<file path="config.mk">
export PLATFORM = sky130hd
export DESIGN_NAME = neo_spike_detector
export DESIGN_NICKNAME = d
export VERILOG_FILES = /design/src/rtl/neo_spike_detector.sv
export SDC_FILE = /design/constraint.sdc
export NUM_CORES = 1
export LEC_CHECK = 0
export BUFFER_PORTS_ARGS = -buffer_cell sky130_fd_sc_hd__buf_2
export CORE_ASPECT_RATIO = 0.75
export CORE_MARGIN = 2
export CORE_UTILIZATION = 55
export CTS_BUF_LIST = sky130_fd_sc_hd__clkbuf_8
export CTS_CLUSTER_SIZE = 12
export DETAILED_ROUTE_END_ITERATION = 10
export PLACE_DENSITY = 0.81
export SYNTH_ARGS = -nofsm -noshare
export SYNTH_HDL_FRONTEND = slang
export SYNTH_SLANG_ARGS = --single-unit
</file>
<file path="constraint.sdc">
create_clock -name Clk -period 5.2 [get_ports Clk]
set_clock_uncertainty 0.1 [all_clocks]
set_input_delay 0.52 -clock Clk [delete_from_list [all_inputs] [get_ports Clk]]
set_output_delay 0.52 -clock Clk [all_outputs]
set_load 0.1 [all_outputs]
</file>
<file path="src/rtl/neo_spike_detector.sv">
// neo_spike_detector: calibrates a baseline from NEO energy, then flags samples above C x running mean
module neo_spike_detector #(
  parameter int N = 8,
  parameter int M = 8,
  parameter int C = 4,
  parameter int R = 4,
  localparam int NW = 2 * N + 1,
  localparam int TW = NW + $clog2(C) + 1
) (
  input  logic                 Clk,
  input  logic                 reset,
  input  logic                 neo_valid,
  input  logic signed [NW-1:0] neo_data,
  output logic                 out_valid,
  output logic                 spike,
  output logic [TW-1:0]        threshold,
  output logic                 calibrated,
  output logic [15:0]          spike_count
);
  localparam int LM = $clog2(M);
  localparam int SW = NW + LM;
  localparam int CW = (LM > $clog2(R + 1)) ? LM : $clog2(R + 1);
  typedef enum logic [1:0] {CALIB, DETECT, REFRACT} state_t;
  state_t state_q, state_d;
  logic [SW-1:0] sum_q, sum_d, sum_nx;
  logic [NW-1:0] mean_q, mean_d, xc;
  logic [CW-1:0] cnt_q, cnt_d;
  logic [TW-1:0] thr_q;
  logic out_valid_q, out_valid_d, spike_q, spike_d, cal_q, cal_d, hit;
  logic [15:0] sc_q, sc_d;
  logic signed [NW:0] diff, ema;
  assign xc     = neo_data[NW-1] ? '0 : neo_data;
  assign sum_nx = sum_q + SW'(xc);
  assign diff   = $signed({1'b0, xc}) - $signed({1'b0, mean_q});
  assign ema    = $signed({1'b0, mean_q}) + (diff >>> LM);
  assign hit    = TW'(xc) > thr_q;
  // next-state: calibration accumulate, detection with EMA tracking, refractory countdown
  always_comb begin
    state_d     = state_q;
    sum_d       = sum_q;
    mean_d      = mean_q;
    cnt_d       = cnt_q;
    out_valid_d = 1'b0;
    spike_d     = spike_q;
    cal_d       = cal_q;
    sc_d        = sc_q;
    if (neo_valid) begin
      case (state_q)
        CALIB: begin
          sum_d = sum_nx;
          cnt_d = cnt_q + CW'(1);
          if (cnt_q == CW'(M - 1)) begin
            mean_d  = NW'(sum_nx >> LM);
            sum_d   = '0;
            cnt_d   = '0;
            cal_d   = 1'b1;
            state_d = DETECT;
          end
        end
        DETECT: begin
          out_valid_d = 1'b1;
          spike_d     = hit;
          if (hit) begin
            sc_d = &sc_q ? sc_q : sc_q + 16'd1;
            if (R > 0) begin
              state_d = REFRACT;
              cnt_d   = CW'(R);
            end
          end else begin
            mean_d = ema[NW-1:0];
          end
        end
        REFRACT: begin
          out_valid_d = 1'b1;
          spike_d     = 1'b0;
          cnt_d       = cnt_q - CW'(1);
          state_d     = (cnt_q == CW'(1)) ? DETECT : REFRACT;
        end
        default: state_d = CALIB;
      endcase
    end
  end
  // state registers; threshold trails mean by one cycle at full precision
  always_ff @(posedge Clk or posedge reset) begin
    if (reset) begin
      state_q     <= CALIB;
      sum_q       <= '0;
      mean_q      <= '0;
      cnt_q       <= '0;
      thr_q       <= '0;
      out_valid_q <= 1'b0;
      spike_q     <= 1'b0;
      cal_q       <= 1'b0;
      sc_q        <= '0;
    end else begin
      state_q     <= state_d;
      sum_q       <= sum_d;
      mean_q      <= mean_d;
      cnt_q       <= cnt_d;
      thr_q       <= TW'(mean_q) * TW'(C);
      out_valid_q <= out_valid_d;
      spike_q     <= spike_d;
      cal_q       <= cal_d;
      sc_q        <= sc_d;
    end
  end
  assign out_valid   = out_valid_q;
  assign spike       = spike_q;
  assign threshold   = thr_q;
  assign calibrated  = cal_q;
  assign spike_count = sc_q;
endmodule

</file>
# After elaboration in Yosys (flattened, before gate mapping)
# Index checks and enable logic that the tools add are counted.
[totals]
regBits = 78
latchBits = 0
mem_bits_rw = 0
rom_bits = 0
elab_cells = 52
mem_count = 0
[classes]
add_sub_neg = 6
mul = 0
n_div = 0
order_cmp = 1
n_eq_ne = 7
n_shift = 0
n_mux = 15
bitwise = 1
reduce_logical = 13
[op_table]
columns = ["operator", "n"]
rows = [
  ["two-way mux 17 bit", 2],
  ["one-hot mux 17 bit (2 select lines)", 1],
  ["adder 20 x 16 -> 20 bit", 1],
  ["two-way mux 20 bit", 1],
  ["> comparator 16 x 19 -> 1 bit", 1],
  ["subtractor 16 x 17 -> 18 bit", 1],
  ["adder 17 x 15 -> 17 bit", 1],
  ["adder 16 x 1 -> 16 bit (second input constant)", 1],
  ["two-way mux 16 bit", 1],
  ["AND reduction 16 bit", 1],
  ["one-hot mux 3 bit (3 select lines)", 1],
  ["AND reduction 3 bit", 3],
  ["AND reduction 4 bit", 2],
  ["two-way mux 2 bit", 3],
  ["two-way mux 3 bit", 2],
  ["inequality test 2 bit (second input constant)", 3],
  ["one-hot mux 2 bit (3 select lines)", 1],
  ["AND reduction 2 bit", 2],
  ["nonzero test 2 bit", 2],
  ["adder 3 x 1 -> 3 bit (second input constant)", 1],
  ["equality test 3 x 1 -> 1 bit (second input constant)", 1],
  ["equality test 3 bit (second input constant)", 1],
  ["nonzero test 3 bit", 1],
  ["subtractor 3 x 1 -> 3 bit (second input constant)", 1],
  ["7 further kinds", 8],
]

# Logic depth before layout (Yosys ltp)
# Gate-level depths: netlist of the first run.
[logic_depth]
ltp_word = 5
depth_mapped = 21

# Least setup slack after synthesis of the first run
# Ideal clock, no wire load.
[synth_path]
path_type = "input port to flip-flop"
startpoint = "in neo_data[4]"
endpoint = "reg mean_q[13]"
arrival_ns = 4.242
path_slack_ns = 0.728
cell_stages = 19
n_path_buf = 1
path_cell_list = "clkbuf_4 nand2b_1 a21o_1 maj3_2 a211oi_2 a21oi_1 o31ai_2 a21boi_1 o22ai_1 o21bai_1 xor2_1 ha_1 a21o_1 a221o_1 a31oi_1 o21bai_1 a211o_2 a21boi_0 o211ai_2"
[synth_via]
elab_chain_len = 5
elab_cells_between_ends = 10
[synth_rtl]
columns = ["element", "line", "source"]
rows = [
  ["from (decl)", "13", "input logic signed [NW-1:0] neo_data,"],
  ["two-way mux 16 bit *", "32", "assign xc = neo_data[NW-1] ? '0 : neo_data;"],
  ["subtractor 16 x 17 -> 18 bit", "34", "assign diff = $signed({1'b0, xc}) - $signed({1'b0, mean_q});"],
  ["adder 17 x 15 -> 17 bit", "35", "assign ema = $signed({1'b0, mean_q}) + (diff >>> LM);"],
  ["two-way mux 17 bit", "63", "if (hit) begin"],
  ["one-hot mux 17 bit (2 select lines)", "48", "case (state_q)"],
  ["to (signal assigned)", "98", "mean_q <= mean_d;"],
  ["to (decl)", "26", "logic [NW-1:0] mean_q, mean_d, xc;"],
]
# Mark *: on every way between the ends. The rest lies on a longest branch, timed or not. The select of a mux whose other input is x is not followed.
# A chain may end at the register's enable or synchronous reset.

# Worst setup path after layout of the first run
[layout_path]
startpoint = "reg mean_q[3]"
endpoint = "reg mean_q[15]"
[layout_via]
elab_chain_len = 4
[layout_rtl]
columns = ["element", "line"]
rows = [
  ["subtractor 16 x 17 -> 18 bit", "34"],
  ["adder 17 x 15 -> 17 bit *", "35"],
  ["two-way mux 17 bit *", "63"],
  ["one-hot mux 17 bit (2 select lines) *", "48"],
]
# Marks and branches as above.

==> impl_table.tex, run 1 <==
\begin{tabular}{lr}
\hline
Metric & Value \\
\hline
\multicolumn{2}{l}{\textbf{Timing}} \\
\quad Setup\_tns & 0 ps \\
\quad Setup repair after global routing missed its margin & false \\
\quad Slew Viols, Final & 0 \\
\quad Max Fclk & 209 MHz \\
\quad Tcrit/Tclk final & 92.0\% \\
\quad Final hold vios & 0 \\
\quad Final worst setup slack & 418 ps \\
\quad Worst rel slew slack & 39.5\% \\
\quad Setup-failing EPs final & 0 \\
\quad Transition time at the pin with the least slew margin & 906 ps \\
\quad Tightest hold margin & 315 ps \\
\quad Final min period & 4780 ps \\
\multicolumn{2}{l}{\textbf{Placed design}} \\
\quad Post-Place Cell Area & 0.00676 mm2 \\
\quad Half-perimeter wire length after placement & 12600 um \\
\quad Post-Place Cells & 937 \\
\quad Weighted congestion at the end of routability-driven global placement & 0.917 \\
\quad Worst setup slack after placement & 280 ps \\
\quad \# port buffers & 55 \\
\multicolumn{2}{l}{\textbf{Logic synthesis}} \\
\quad Async SR Flop Fraction & 100\% \\
\quad Total of flip-flops plus latches after synthesis & 78 \\
\quad Cell Area, Synth & 0.00645 mm2 \\
\quad Most used flip-flop cell after synthesis & sky130\_fd\_sc\_hd\_\_dfrtp\_1 \\
\quad Post-synth cell types & 91 \\
\quad Gate Count Post-Synth & 744 \\
\quad Average footprint of a synthesized cell & 8.67 um2 \\
\quad Sequential share of the synthesized area & 30.2\% \\
\quad Number of warning messages in the yosys log & 0 \\
\quad Post-synth EDFFs & 0 \\
\multicolumn{2}{l}{\textbf{Critical path}} \\
\quad Critical Path Fanout Max & 12 \\
\quad Data required time at the worst endpoint & 5390 ps \\
\quad Sort of element at the end of the critical path & register \\
\quad R2r endpoint & mean\_q[15]\$\_DFFE\_PP0P\_ \\
\quad Largest stage delay, worst path & 510 ps \\
\quad Sum of buffers and inverters on the critical path & 0 \\
\quad Cell class contributing the biggest share of worst-path delay & compound AO/OA/AOI/OAI gates \\
\quad Worst setup SP type & register \\
\quad Worst Setup Path Type & reg2reg \\
\quad Slowest stage cell, crit path & sky130\_fd\_sc\_hd\_\_dfrtp\_2 \\
\quad Critical Path, Cell by Cell & nor4bb\_1, a31oi\_1, o32ai\_1, nand3\_1, o221ai\_1, nand3\_1, a21boi\_1, o22ai\_1, o21bai\_1, xor2\_1, ha\_1, a21o\_1, a221o\_1, a31oi\_1, o21ai\_0, a21oi\_1, mux2i\_1, o21ai\_0, o22ai\_1 \\
\quad Arrival time worst endpoint & 4970 ps \\
\quad Worst reg2reg path depth & 19 \\
\quad Worst R2R Start & mean\_q[3]\$\_DFFE\_PP0P\_ \\
\quad Reg2Reg Setup Slack & 420 ps \\
\multicolumn{2}{l}{\textbf{Pwr}} \\
\quad Standby leakage power & 3.21 nW \\
\quad Cell area power density & 701 mW/mm2 \\
\quad Peak supply drop & 0.348 mV \\
\quad Total design power & 4.89 mW \\
\multicolumn{2}{l}{\textbf{Detailed routing}} \\
\quad DRC errors left & 0 \\
\quad Routed Antenna Nets & 0 \\
\quad First-pass iteration count of the detailed router & 5 \\
\quad Number of vias per cell after detailed routing & 6.06 \\
\quad Number of design-rule violations left by the first detailed-router iteration & 659 \\
\quad DR WL/cell & 17.4 um \\
\quad Routed wire length & 16600 um \\
\quad Count of vias placed by the detailed router & 5786 \\
\multicolumn{2}{l}{\textbf{Clocking}} \\
\quad TritonCTS sink count & 78 \\
\quad CTS Root Cell & sky130\_fd\_sc\_hd\_\_clkbuf\_8 \\
\quad Insertion delay to the later sink of the worst-skew pair & 370 ps \\
\quad Level count of the clock H-tree & 3 \\
\quad Number of CTS-inserted buffers & 9 \\
\quad Total setup buffers inserted after CTS & 0 \\
\quad Maximum number of buffers from clock root to sink & 2 \\
\quad CTS tree & yes \\
\quad Clock transition at the register clock pins on the worst setup and hold paths after CTS & 90 ps \\
\multicolumn{2}{l}{\textbf{GRT}} \\
\quad Largest net degree at the start of global routing & 60 \\
\quad Number of global-route vias before repair & 5644 \\
\quad Global-route wire length before repair & 27600 um \\
\quad GRT Resource Usage Total & 27.3\% \\
\quad GRT overflow & 0 \\
\quad Antenna violations before repair & 0 \\
\multicolumn{2}{l}{\textbf{Finish}} \\
\quad Post-Route Utilization & 60.5\% \\
\quad \# fillers & 991 \\
\quad Antenna cell count & 0 \\
\quad Share of final-layout standard cells stronger than drive strength 1 & 15.0\% \\
\quad Most frequent standard cell in the layout excluding fill and tap cells & sky130\_fd\_sc\_hd\_\_dfrtp\_1 \\
\quad Area growth from synthesis to layout & 8.05\% \\
\quad Fin area & 0.00697 mm2 \\
\quad Number of nets at the end of the flow & 863 \\
\quad Final cell count without fillers & 954 \\
\quad Commonest non-fill, non-tap cells in the layout & sky130\_fd\_sc\_hd\_\_dfrtp\_1 (76), sky130\_fd\_sc\_hd\_\_nand2\_1 (67), sky130\_fd\_sc\_hd\_\_ha\_1 (55), sky130\_fd\_sc\_hd\_\_buf\_2 (55), sky130\_fd\_sc\_hd\_\_a21oi\_1 (53) \\
\multicolumn{2}{l}{\textbf{Floorplanning}} \\
\quad I/O pins & 59 \\
\quad Num rows & 34 \\
\quad Die Y & 97.8 um \\
\quad Die Wd & 129 um \\
\quad Starting density of the core & 56.0\% \\
\quad Placeable core region & 0.0115 mm2 \\
\quad Area of the die & 0.0126 mm2 \\
\multicolumn{2}{l}{\textbf{Min path}} \\
\quad Worst Hold Path Cells & 0 \\
\quad Hold EP & threshold[16]\$\_DFF\_PP0\_ \\
\quad Startpoint of the lowest-slack hold path & mean\_q[14]\$\_DFFE\_PP0P\_ \\
\quad Type of the tightest min-delay check & reg2reg \\
\multicolumn{2}{l}{\textbf{Run}} \\
\quad Reported max-cap violation count & 0 \\
\multicolumn{2}{l}{\textbf{Run status}} \\
\quad Status & complete, no violations \\
\hline
\end{tabular}
==> synth_stat cells, types with 3 or more instances <==
| library cell | count | area share (%) |
|---|---|---|
| sky130_fd_sc_hd__clkbuf_8 | 8 | 1.7 |
| sky130_fd_sc_hd__o31ai_1 | 7 | 0.81 |
| sky130_fd_sc_hd__and3_1 | 7 | 0.68 |
| sky130_fd_sc_hd__mux2_2 | 4 | 0.70 |
| sky130_fd_sc_hd__xnor2_1 | 40 | 5.4 |
| sky130_fd_sc_hd__nand4_1 | 6 | 0.58 |
| sky130_fd_sc_hd__nand2b_1 | 12 | 1.2 |
| sky130_fd_sc_hd__nor3_1 | 8 | 0.62 |
| sky130_fd_sc_hd__buf_4 | 4 | 0.47 |
| sky130_fd_sc_hd__o22ai_1 | 8 | 0.78 |
| sky130_fd_sc_hd__nor2b_1 | 20 | 1.9 |
| sky130_fd_sc_hd__o2111ai_1 | 4 | 0.54 |
| sky130_fd_sc_hd__a21oi_1 | 53 | 4.1 |
| sky130_fd_sc_hd__dfrtp_1 | 78 | 30 |
| sky130_fd_sc_hd__o21a_1 | 5 | 0.58 |
| sky130_fd_sc_hd__o21ai_1 | 7 | 0.54 |
| sky130_fd_sc_hd__clkbuf_1 | 14 | 0.81 |
| sky130_fd_sc_hd__and2_2 | 3 | 0.35 |
| sky130_fd_sc_hd__a31oi_1 | 21 | 2.0 |
| sky130_fd_sc_hd__nand3_1 | 20 | 1.6 |
| sky130_fd_sc_hd__mux2i_1 | 5 | 0.78 |
| sky130_fd_sc_hd__nor2_1 | 49 | 2.8 |
| sky130_fd_sc_hd__maj3_1 | 3 | 0.47 |
| sky130_fd_sc_hd__ha_1 | 55 | 11 |
| sky130_fd_sc_hd__buf_2 | 6 | 0.47 |
| sky130_fd_sc_hd__a311oi_1 | 3 | 0.41 |
| sky130_fd_sc_hd__nand2_1 | 67 | 3.9 |
| sky130_fd_sc_hd__o21ai_0 | 43 | 3.3 |
| sky130_fd_sc_hd__o211ai_1 | 5 | 0.58 |
| sky130_fd_sc_hd__a22o_1 | 5 | 0.68 |
| sky130_fd_sc_hd__maj3_2 | 4 | 0.70 |
| sky130_fd_sc_hd__inv_1 | 50 | 2.9 |
| sky130_fd_sc_hd__o21bai_1 | 5 | 0.58 |
| sky130_fd_sc_hd__a211oi_1 | 7 | 0.81 |
| sky130_fd_sc_hd__xor2_1 | 27 | 3.7 |
| sky130_fd_sc_hd__a21o_1 | 13 | 1.5 |
| sky130_fd_sc_hd__a31o_2 | 3 | 0.41 |
==> worst register-to-register path: cells and delay by family, from the launching register on <==
kind	cells	cell delay, ps
xor+xnor	1	180
simple gates	3	670
flops	1	510
compound gates	13	2750
mux	1	190
fa+ha+maj	1	290
==> layer usage <==
layer | track usage [%] | wire, um
met4 | 8.53 | 288
met2 | 41.8 | 7370
met3 | 7.34 | 1550
met5 | 0 | 0
met1 | 38.0 | 7370
==> how the worst max path moves through the flow <==
stage,start,endpoint,cells after the start
finish,mean_q[3]$_DFFE_PP0P_,mean_q[15]$_DFFE_PP0P_,19
global route,mean_q[3]$_DFFE_PP0P_,mean_q[16]$_DFFE_PP0P_,20
CTS,mean_q[3]$_DFFE_PP0P_,mean_q[15]$_DFFE_PP0P_,18
detailed placement,neo_data[16],mean_q[13]$_DFFE_PP0P_,17
global placement,neo_data[16],mean_q[13]$_DFFE_PP0P_,17
floorplan,neo_data[4],mean_q[13]$_DFFE_PP0P_,19
==> where the power goes <==
group          switching (mW)  total (mW)  internal (mW)
combinational            2.12        3.29           1.17
clock                   0.248       0.470          0.222
sequential              0.295        1.13          0.831
total                    2.66        4.89           2.22
==> logic make-up (layout without fill, tap and decap cells) <==
family	Yosys count	after routing	share of synthesized area (%)
buffers and inverters	86	132	6.88
AOI/OAI and AO/OA	227	227	23.9
DFF	78	78	30.2
muxes	9	9	1.47
xor gates and xnor gates	67	67	9.09
adders and majority gates	63	63	12.1
and+or+nand+nor	213	213	16.2
other	1	3	0.0581
==> state kept, by name (all words and copies together), names as in the netlist <==
signal / flops
state_q: 2
out_valid: 1
cnt_q: 3
mean_q: 17
spike: 1
threshold: 17
calibrated: 1
sum_q: 20
spike_count: 16
==> what timing repair did <==
item	in CTS	in global routing
setup endpoints to repair	0	3
resized for setup	0	3
hold buffers	1	0
hold endpoints to repair	14	0
==> cell type report <==
type	instances	area (um2)	area share, %
clock buffer	9	124	1.78
clock inverter	7	73.8	1.06
multi-input combinational	582	4070	58.4
timing repair buffer	65	353	5.06
tap	162	203	2.91
sequential	78	1950	28.0
inverter	51	193	2.76
No activity file was read; power rests on OpenSTA's default activity.
==> inputs of run 2 (changes only) <==
ABC_AREA = 1   (was default)
PLACE_DENSITY = 0.8   (was 0.81)
==> run 2 against run 1 <==
Effect of this change: clock-buffer cell count stayed put; routed wire length is 16% higher; worst hold slack better by 24 ps; cell count is 31% higher; sequential share of layout area is 1.9 points lower; synthesized cell count is 38% higher; non-clock buffer count is 6 lower; register-to-register slack better by 1200 ps; worst setup slack better by 1000 ps; sequential cell count stayed put; combinational power is 13% higher; first-iteration DRC count is 13% lower; highest routed layer unchanged.
==> impl_table.tex, run 2 <==
\begin{tabular}{lr}
\hline
Metric & Value \\
\hline
\multicolumn{2}{l}{\textbf{Clocking}} \\
\quad Total setup buffers inserted after CTS & 0 \\
\quad CTS tree & yes \\
\quad Level count of the clock H-tree & 3 \\
\quad TritonCTS sink count & 78 \\
\quad Hold buffers post-CTS & 0 \\
\quad CTS Root Cell & sky130\_fd\_sc\_hd\_\_clkbuf\_8 \\
\quad Post-CTS Resized & 0 \\
\quad Maximum number of buffers from clock root to sink & 2 \\
\quad Clock transition at the register clock pins on the worst setup and hold paths after CTS & 80 ps \\
\quad Number of CTS-inserted buffers & 9 \\
\quad Insertion delay to the later sink of the worst-skew pair & 370 ps \\
\multicolumn{2}{l}{\textbf{Logic synthesis}} \\
\quad Xor/xnor cell area share of the yosys netlist & 4.64\% \\
\quad Leading area contributor after synthesis & sky130\_fd\_sc\_hd\_\_dfrtp\_1 \\
\quad Share of the synthesized area in the top cell type & 28.7\% \\
\quad Total of flip-flops plus latches after synthesis & 78 \\
\quad Synth area leaders & sky130\_fd\_sc\_hd\_\_dfrtp\_1 (29\%), sky130\_fd\_sc\_hd\_\_nand2\_1 (18\%), sky130\_fd\_sc\_hd\_\_ha\_1 (10\%), sky130\_fd\_sc\_hd\_\_inv\_1 (8.3\%), sky130\_fd\_sc\_hd\_\_nand3\_1 (5.2\%) \\
\quad Gate Count Post-Synth & 1026 \\
\quad Async SR Flop Fraction & 100\% \\
\quad Post-synthesis adder-cell area fraction & 10.4\% \\
\quad Post-synth EDFFs & 0 \\
\quad Multiplexer fraction of the synthesized cell area & 0.313\% \\
\quad Average footprint of a synthesized cell & 6.63 um2 \\
\quad Most used flip-flop cell after synthesis & sky130\_fd\_sc\_hd\_\_dfrtp\_1 \\
\quad Compound-gate portion of the synthesized area & 11.0\% \\
\quad Number of warning messages in the yosys log & 0 \\
\quad Most repeated cell in the gate-level netlist after synthesis & sky130\_fd\_sc\_hd\_\_nand2\_1 \\
\quad Post-synth cell types & 45 \\
\quad Most frequent cells after synthesis & sky130\_fd\_sc\_hd\_\_nand2\_1 (325), sky130\_fd\_sc\_hd\_\_inv\_1 (150), sky130\_fd\_sc\_hd\_\_dfrtp\_1 (78) \\
\quad Sequential share of the synthesized area & 28.7\% \\
\quad Cell Area, Synth & 0.00680 mm2 \\
\quad Main combinational cell family by area after synthesis & simple AND/OR/NAND/NOR gates \\
\quad Post-Synth Simple-Gate Area & 34.4\% \\
\multicolumn{2}{l}{\textbf{Timing}} \\
\quad Tcrit/Tclk final & 71.8\% \\
\quad Slew Viols, Final & 0 \\
\quad Tightest hold margin & 339 ps \\
\quad Final min period & 3730 ps \\
\quad Transition time at the pin with the least slew margin & 1020 ps \\
\quad Final hold vios & 0 \\
\quad Max Fclk & 268 MHz \\
\quad Setup\_tns & 0 ps \\
\quad Worst rel slew slack & 31.9\% \\
\quad Setup repair after global routing missed its margin & false \\
\quad Setup-failing EPs final & 0 \\
\multicolumn{2}{l}{\textbf{Floorplanning}} \\
\quad Area of the die & 0.0133 mm2 \\
\quad Die Wd & 132 um \\
\quad Starting density of the core & 55.9\% \\
\quad Num rows & 35 \\
\quad Placeable core region & 0.0122 mm2 \\
\quad I/O pins & 59 \\
\quad Die Y & 100 um \\
\multicolumn{2}{l}{\textbf{Pwr}} \\
\quad Standby leakage power & 4.21 nW \\
\quad Peak supply drop & 0.492 mV \\
\quad Cell area power density & 719 mW/mm2 \\
\multicolumn{2}{l}{\textbf{GRT}} \\
\quad Global-route wire length before repair & 31700 um \\
\quad GRT Resource Usage Total & 30.0\% \\
\quad Number of global-route vias before repair & 6431 \\
\quad GRT overflow & 0 \\
\quad Largest net degree at the start of global routing & 79 \\
\quad Antenna violations before repair & 0 \\
\multicolumn{2}{l}{\textbf{Placed design}} \\
\quad \# port buffers & 55 \\
\quad Weighted congestion at the end of routability-driven global placement & 0.997 \\
\quad Half-perimeter wire length after placement & 15100 um \\
\multicolumn{2}{l}{\textbf{Finish}} \\
\quad Share of final-layout standard cells stronger than drive strength 1 & 11.4\% \\
\quad Max reg flops & 20 \\
\quad Antenna cell count & 0 \\
\quad Most frequent standard cell in the layout excluding fill and tap cells & sky130\_fd\_sc\_hd\_\_nand2\_1 \\
\quad Area growth from synthesis to layout & 9.73\% \\
\quad Commonest non-fill, non-tap cells in the layout & sky130\_fd\_sc\_hd\_\_nand2\_1 (325), sky130\_fd\_sc\_hd\_\_inv\_1 (151), sky130\_fd\_sc\_hd\_\_dfrtp\_1 (78), sky130\_fd\_sc\_hd\_\_nand3\_1 (71), sky130\_fd\_sc\_hd\_\_nor2\_1 (70) \\
\quad Number of nets at the end of the flow & 1158 \\
\quad Top register by number of flip-flops & sum\_q \\
\multicolumn{2}{l}{\textbf{Detailed routing}} \\
\quad DR WL/cell & 15.3 um \\
\quad DRC errors left & 0 \\
\quad Count of vias placed by the detailed router & 6798 \\
\quad Number of vias per cell after detailed routing & 5.43 \\
\quad Routed wire length & 19200 um \\
\quad Number of design-rule violations left by the first detailed-router iteration & 573 \\
\quad First-pass iteration count of the detailed router & 5 \\
\quad Routed Antenna Nets & 0 \\
\multicolumn{2}{l}{\textbf{Critical path}} \\
\quad Slowest stage cell, crit path & sky130\_fd\_sc\_hd\_\_ha\_1 \\
\quad Worst R2R Start & mean\_q[10]\$\_DFFE\_PP0P\_ \\
\quad Arrival time worst endpoint & 3900 ps \\
\quad Largest stage delay, worst path & 320 ps \\
\quad Critical Path Fanout Max & 19 \\
\quad Worst Setup Path Type & in2reg \\
\quad Launching instance or port of the critical path & neo\_data[16] \\
\quad Sort of element at the end of the critical path & register \\
\quad Crit-path most repeated cell & sky130\_fd\_sc\_hd\_\_nand2\_1 \\
\quad Worst setup SP type & primary input \\
\quad Data required time at the worst endpoint & 5360 ps \\
\multicolumn{2}{l}{\textbf{Min path}} \\
\quad Type of the tightest min-delay check & reg2reg \\
\quad Startpoint of the lowest-slack hold path & mean\_q[0]\$\_DFFE\_PP0P\_ \\
\multicolumn{2}{l}{\textbf{Run}} \\
\quad Reported max-cap violation count & 0 \\
\multicolumn{2}{l}{\textbf{Run status}} \\
\quad Status & complete, no violations \\
\hline
\end{tabular}
run 2: cells by family (layout without fill, tap and decap cells):
kind of cell               after synthesis  in the layout
other                                    1              3
DFF                                     78             78
buffers and inverters                  179            238
AOI/OAI and AO/OA                      134            134
xor gates and xnor gates                36             36
muxes                                    2              2
adders and majority gates               56             56
and+or+nand+nor                        540            540
run 2: cell type report:
class                           instances  area [um2]
Fill cell                            1197        4710
Multi-Input combinational cell        771        4140
Sequential cell                        78        1950
Inverter                              163         616
Timing Repair Buffer                   59         305
Tap cell                              166         208
Clock buffer                            9         124
Clock inverter                          7         115
run 2: metal layers:
metal	share of wire, %	vias up	wire, um	global-route usage, %
met2	42	282	8030	46.1
met5	0	-	0	0
met1	48	3088	9120	42.5
met3	8.3	41	1590	5.91
li1	-	3387	-	-
met4	2.2	0	418	10.3
run 2: critical path, delay by kind of cell:
kind,cells,cell delay [ps]
adder cells (fa/ha/maj),1,320
XOR/XNOR,1,150
AND/OR/NAND/NOR,18,1970
AO/OA/AOI/OAI,2,350
buffers and inverters,3,550
run 2: final timing paths:
check | cells after the start | slack [ps] | to
max | 25 | 1470 | mean_q[12]$_DFFE_PP0P_
min | 0 | 340 | threshold[2]$_DFF_PP0_
max reg2reg | 17 | 1660 | mean_q[13]$_DFFE_PP0P_
min reg2reg | 0 | 340 | threshold[2]$_DFF_PP0_
max in group asynchronous | 3 | 4000 | sum_q[14]$_DFFE_PP0P_
min in group asynchronous | 3 | 360 | state_q[1]$_DFFE_PP0P_
run 2: stage by stage:
step / util (%) / power (mW) / setup WS, ps / cells / instance area (um2)
global placement: 59.3 / 4.68 / 1190 / 1237 / 7220
global route: 61.3 / 5.83 / 1170 / 1253 / 7460
floorplan: - / 3.92 / 1890 / 1028 / 6810
detailed placement: 59.3 / 4.71 / 1200 / 1237 / 7220
finish: 61.3 / 5.36 / 1470 / 1253 / 7460
CTS: 61.3 / 5.31 / 1570 / 1253 / 7460
run 2: where the power goes:
group	leakage [nW]	switching [mW]	internal, mW
sequential	0.993	0.223	0.841
clock	0.126	0.248	0.317
combinational	3.09	2.65	1.09
total	4.21	3.12	2.24
